### src/rtl/char_pkg.sv
// ---------------------------------------------------------------------------
// char_pkg
// Shared constants, FSM state type and glyph generator for the character
// text server.
//   TEXT_COLS / TEXT_ROWS : text grid geometry (16 x 16 cells)
//   CHAR_CODE_W           : width of a stored character code (7-bit ASCII)
//   FONT_LINES            : glyph lines per character cell
//   clr_state_t           : clear-sequencer states {IDLE, CLEAR}
//   font_glyph()          : procedural glyph table used by font_rom
// ---------------------------------------------------------------------------
package char_pkg;

    localparam int TEXT_COLS   = 16;
    localparam int TEXT_ROWS   = 16;
    localparam int CHAR_CODE_W = 7;
    localparam int FONT_LINES  = 16;

    localparam int TEXT_ADDR_W = $clog2(TEXT_COLS * TEXT_ROWS);
    localparam int LINE_W      = $clog2(FONT_LINES);
    localparam int FONT_ADDR_W = CHAR_CODE_W + LINE_W;

    typedef enum logic {
        IDLE,
        CLEAR
    } clr_state_t;

    // The glyph table is generated rather than stored: the top and bottom
    // lines of every cell are blank spacing, the remaining lines mix the
    // character code with the line number so every (code, line) pair has a
    // distinct, easily predictable pattern.
    function automatic logic [7:0] font_glyph(input logic [CHAR_CODE_W-1:0] code,
                                              input logic [LINE_W-1:0]      line);
        logic [7:0] row;
        if (line == '0 || line == LINE_W'(FONT_LINES - 1)) begin
            row = 8'h00;
        end else begin
            row = {code, 1'b1} ^ {line, line};
        end
        return row;
    endfunction

endpackage

### src/rtl/font_rom.sv
// ---------------------------------------------------------------------------
// font_rom
// Second stage of the character read pipeline: 128 glyphs x 16 lines with a
// registered 8-bit output.
//   clk40MHz : clock, rising edge
//   rst      : synchronous active-high reset, clears the output row
//   addr     : {code[6:0], line[3:0]} glyph line address
//   pixel    : registered glyph row, bit 7 is the leftmost pixel
// ---------------------------------------------------------------------------
module font_rom
    import char_pkg::*;
(
    input  logic                   clk40MHz,
    input  logic                   rst,
    input  logic [FONT_ADDR_W-1:0] addr,
    output logic [7:0]             pixel
);

    // Registered lookup; the row is held at zero while in reset.
    always_ff @(posedge clk40MHz) begin
        if (rst) begin
            pixel <= '0;
        end else begin
            pixel <= font_glyph(addr[FONT_ADDR_W-1:LINE_W], addr[LINE_W-1:0]);
        end
    end

endmodule

### src/rtl/char_text_server.sv
// ---------------------------------------------------------------------------
// char_text_server
// 16x16 character text buffer with a two-stage glyph read pipeline and a
// hardware clear sequencer.
//   clk40MHz   : clock, rising edge
//   rst        : synchronous active-high reset
//   char_xy    : read address, [3:0] column, [7:4] row
//   char_line  : glyph line within the cell
//   char_pixel : glyph row, valid 2 cycles after char_xy/char_line
//   wr_valid   : write request
//   wr_ready   : write port can accept a request
//   wr_addr    : write address, same layout as char_xy
//   wr_code    : character code to store
//   clr_req    : single-cycle request to clear the whole grid
//   busy       : clear sequence in progress
// ---------------------------------------------------------------------------
module char_text_server
    import char_pkg::*;
#(
    parameter logic [CHAR_CODE_W-1:0] CLEAR_CODE     = 7'h20,
    parameter bit                     CLEAR_ON_RESET = 1'b1
) (
    input  logic                   clk40MHz,
    input  logic                   rst,
    input  logic [TEXT_ADDR_W-1:0] char_xy,
    input  logic [LINE_W-1:0]      char_line,
    output logic [7:0]             char_pixel,
    input  logic                   wr_valid,
    output logic                   wr_ready,
    input  logic [TEXT_ADDR_W-1:0] wr_addr,
    input  logic [CHAR_CODE_W-1:0] wr_code,
    input  logic                   clr_req,
    output logic                   busy
);

    logic [CHAR_CODE_W-1:0] text_ram [TEXT_COLS*TEXT_ROWS];

    clr_state_t             state;
    clr_state_t             next_state;
    logic [TEXT_ADDR_W-1:0] clr_cnt;

    logic                   ram_we;
    logic [TEXT_ADDR_W-1:0] ram_waddr;
    logic [CHAR_CODE_W-1:0] ram_wdata;

    logic [CHAR_CODE_W-1:0] code_q;
    logic [LINE_W-1:0]      line_q;

    // State register and clear address counter. The counter only advances
    // in CLEAR and naturally wraps back to 0 after the 255 write.
    always_ff @(posedge clk40MHz) begin
        if (rst) begin
            state   <= CLEAR_ON_RESET ? CLEAR : IDLE;
            clr_cnt <= '0;
        end else begin
            state <= next_state;
            if (state == CLEAR) begin
                clr_cnt <= clr_cnt + 8'd1;
            end else begin
                clr_cnt <= '0;
            end
        end
    end

    // Next state, handshake decode and RAM write-port steering. A clear
    // request in IDLE takes priority over a simultaneous write, so the
    // ready flag is withdrawn in that cycle.
    always_comb begin
        next_state = state;
        wr_ready   = 1'b0;
        busy       = 1'b0;
        ram_we     = 1'b0;
        ram_waddr  = wr_addr;
        ram_wdata  = wr_code;
        case (state)
            IDLE: begin
                wr_ready = ~clr_req;
                if (clr_req) begin
                    next_state = CLEAR;
                end else if (wr_valid) begin
                    ram_we = 1'b1;
                end
            end
            CLEAR: begin
                busy      = 1'b1;
                ram_we    = 1'b1;
                ram_waddr = clr_cnt;
                ram_wdata = CLEAR_CODE;
                if (clr_cnt == 8'hFF) begin
                    next_state = IDLE;
                end
            end
            default: begin
                next_state = IDLE;
            end
        endcase
    end

    // Text RAM write port. Contents survive reset; writes are suppressed
    // while reset is asserted so an aborted clear leaves no stray entry.
    always_ff @(posedge clk40MHz) begin
        if (ram_we && !rst) begin
            text_ram[ram_waddr] <= ram_wdata;
        end
    end

    // Read stage 1. Being a separate non-blocking read of the array, a
    // same-address write in the same cycle returns the old code.
    always_ff @(posedge clk40MHz) begin
        if (rst) begin
            code_q <= '0;
            line_q <= '0;
        end else begin
            code_q <= text_ram[char_xy];
            line_q <= char_line;
        end
    end

    font_rom u_font_rom (
        .clk40MHz (clk40MHz),
        .rst      (rst),
        .addr     ({code_q, line_q}),
        .pixel    (char_pixel)
    );

endmodule

### config.mk
export PLATFORM = sky130hd
export DESIGN_NAME = char_text_server
export DESIGN_NICKNAME = d
export VERILOG_FILES = /design/src/rtl/char_pkg.sv /design/src/rtl/font_rom.sv /design/src/rtl/char_text_server.sv
export SDC_FILE = /design/constraint.sdc
export NUM_CORES = 2
export LEC_CHECK = 0
export ABC_AREA = 0
export CORE_ASPECT_RATIO = 1.4
export CORE_MARGIN = 4
export CORE_UTILIZATION = 34
export CTS_CLUSTER_DIAMETER = 60
export DETAILED_ROUTE_END_ITERATION = 12
export PLACE_DENSITY_LB_ADDON = 0.2
export SLEW_MARGIN = 20
export SYNTH_ARGS = -nofsm -noshare
export SYNTH_HDL_FRONTEND = slang
export SYNTH_HIERARCHICAL = 1
export SYNTH_SLANG_ARGS = --single-unit
### constraint.sdc
create_clock -name clk40MHz -period 9.3 [get_ports clk40MHz]
set_input_delay 2.325 -clock clk40MHz [delete_from_list [all_inputs] [get_ports clk40MHz]]
set_output_delay 2.325 -clock clk40MHz [all_outputs]
set_load 0.01 [all_outputs]
==> metrics.md <==
| Metric | Value |
|---|---|
| Status | completed |
| Routed vias | 37300 |
| Root Buffer | clkbuf_16 |
| Pins over their slew limit | 0 |
| H-tree levels | 4 |
| Avg Inst Size Synth | 19.9 um2 |
| Full die area | 220000 um2 |
| Mapped Area | 72400 um2 |
| Core area | 212000 um2 |
| Largest net degree at the start of global routing | 165 |
| Synth Area in Simple Gates | 3.86% |
| Max Buffers Root-to-Sink | 4 |
| Clock Pin Slew Worst Setup and Hold Paths | 0.06 ns |
| Post-Synth XOR/XNOR Area | 0.0605% |
| Detailed Route Iter0 Violations | 3791 |
| Crit Path Category | input port to primary output |
| Fraction of the mapped netlist area in compound gates | 4.01% |
| Pre-CTS WS | 2.66 ns |
| Adder-Cell Fraction of Synth Area | 0.0173% |
| Critical path arrival | 3.46 ns |
| Global-route wire length before repair | 311000 um |
| Layout cells sized above 1 | 16.4% |
| Final setup margin | 3.51 ns |
| Layout Skew | 0.0631 ns |
| Routed Wire Length | 226000 um |
| Largest family of logic cells by synthesized area | multiplexers |
| Finished Cell Area | 81500 um2 |
| Part of the Yosys area used for sequential elements | 75.1% |
| Area Overhead vs Synth | 12.6% |
| Synth cell types | 85 |
| Worst hold path class | flip-flop to flip-flop |
| CP top delay family | buffers and inverters |
| Setup Fix Bufs, Post-CTS | 0 |
| Worst-Margin Slew | 1.21 ns |
| Critical Path End Type | primary output |
| Power, Total | 17.1 mW |
| Top-count cell post-synth | edfxtp_1 |
| Final Net Count | 3775 |
| Cell Rows | 200 |
| CP max stage cell | clkdlybuf4s50_1 |
| Synth top area share | 74.4% |
| Via density | 5.55 |
| Leak | 25.7 nW |
| Final hold vios | 0 |
| Worst setup SP type | input port |
| Post-DP Area | 75600 um2 |
| Die height | 554 um |
| Placed cells | 6382 |
| #FFs+latches synth | 1820 |
| I/O Buffers | 40 |
| Vias in the first global route | 37700 |
| Post-synthesis async set-or-reset flop share | 0% |
| PwrDens | 209 nW/um2 |
| Antenna violations before repair | 8 |
| Hold Slack | 0.574 ns |
| Post-Route Utilization | 38.5% |
| Gate Count Post-Synth | 3645 |
| Post-CTS Hold Fix Bufs | 0 |
| Top cell type by total area after synthesis | edfxtp_1 |
| Relative slew slack | 19.0% |
| Final setup viols | 0 |
| Synth warnings | 6 |
| Worst path bufs/invs | 2 |
| Post-route ant nets | 0 |
| CP Data Required Time | 6.98 ns |
| Dpl hpwl | 144000 um |
| Max IR drop VDD | 0.130 mV |
| Die W | 398 um |
| Synth cell count leaders | 1792 x edfxtp_1, 314 x nor2_1, 253 x mux2i_1, 227 x mux4_2, 101 x mux4_1 |
| Setup_tns | 0 ns |
| EDFF count, synth | 1792 |
| Worst path cell trace | clkdlybuf4s50_1, nor2_1, clkdlybuf4s50_1 |
| CP Max Fanout | 2 |
| Routed WL per cell | 33.6 um |
| PostCTS Resize Cnt | 0 |
| Period utilization | 62.2% |
| Mux cell area share after synthesis | 14.3% |
| Top-level port count | 41 |
| GP Congestion | 0.884 |
| Drt pass-1 iters | 8 |
| Clk_lat worst skew | 0.85 ns |
| Crit-path max cell delay | 0.57 ns |
| Total gr overflow | 0 |
| Ranking of synthesized cells by area | edfxtp_1 74%, mux4_2 7.1%, mux4_1 3.7% |
| Clock sink total | 1820 |
| RSZ-0062 raised after global routing | no |
| Tot GR Track Use | 20.1% |
| Flop-to-flop setup slack | 5.30 ns |
| CTS tree | yes |
| Main synth FF type | edfxtp_1 |
| MaxCap Viol Count | 0 |
| Min Tclk post-route | 5.79 ns |
| Total CTS buffers | 187 |
| Net Count, Synth | 3677 |
| Starting density of the core | 34.1% |
| Fmax achieved | 0.173 GHz |
| Drt drc | 0 |
| Fin cells | 6719 |
| Top cell by count, worst path | clkdlybuf4s50_1 |
layout make-up:
class | instances | area (um2)
fillers | 19200 | 130000
flip-flops and latches | 1820 | 54400
multi-input cells | 1587 | 16300
clock buffers | 239 | 4990
well taps | 2828 | 3540
repair buffers | 136 | 1320
clock inverters | 92 | 936
inverters | 11 | 43.8
diodes | 6 | 15.0
routing by layer:
metal  part of all wire (%)  GRT usage (%)
met3                    6.0           3.36
met4                    5.5           9.74
met5                  0.011              0
met2                     50           33.9
met1                     38           25.1
sequential cells by signal (all words and copies together), names as in the netlist:
| register | flops |
|---|---|
| text_ram | 1792 |
| clr_cnt | 8 |
| code_q | 7 |
| u_font_rom/pixel | 8 |
| state | 1 |
| line_q | 4 |
power breakdown:
group | switching (mW) | internal [mW]
Sequential | 0.0158 | 8.88
Combinational | 0.477 | 0.255
Clock | 3.16 | 4.26
Total | 3.66 | 13.4
cell usage in the layout (no fill, tap or decap), types with 16 or more instances in the layout:
cell type / synthesis / layout
o221ai_1: 80 / 80
nor2_1: 314 / 313
mux2i_1: 253 / 253
clkbuf_16: 0 / 191
clkbuf_1: 74 / 45
nand3_1: 52 / 44
a22oi_1: 67 / 67
clkinv_1: 0 / 38
mux4_1: 101 / 101
dfxtp_1: 28 / 27
mux4_2: 227 / 227
o21ai_0: 37 / 35
edfxtp_1: 1792 / 1792
o22ai_1: 53 / 53
a211oi_1: 17 / 16
nor3_1: 41 / 41
clkdlybuf4s50_1: 0 / 35
buf_12: 15 / 16
a21oi_1: 39 / 39
nand2_1: 74 / 73
clkinv_2: 0 / 23
nand4_1: 16 / 16
buf_4: 20 / 80
bufinv_16: 0 / 17
worst reg2reg max path, cell delays in order (launching register included):
cell and delay, ns:
dfxtp_2 0.37, buf_4 0.31, nand2b_1 0.25, o21ai_0 0.75
nand3_1 0.93, nor2_1 0.99
worst paths after layout:
check	from	endpoint	cells after the start
setup / recovery	clr_req	wr_ready	3
hold / removal	clr_cnt[6]$_SDFF_PP0_	clr_cnt[6]$_SDFF_PP0_	2
setup reg to reg	state$_SDFF_PP1_	text_ram[153][4]$_DFFE_PP_	5
hold reg to reg	clr_cnt[6]$_SDFF_PP0_	clr_cnt[6]$_SDFF_PP0_	2
logic make-up after synthesis:
kind of cell / count (synthesis)
buffers and inverters: 238
AOI/OAI and AO/OA: 390
DFF: 1820
and+or+nand+nor: 604
xor gates and xnor gates: 5
muxes: 587
adders and majority gates: 1
Power figures use the tool's default switching activity.
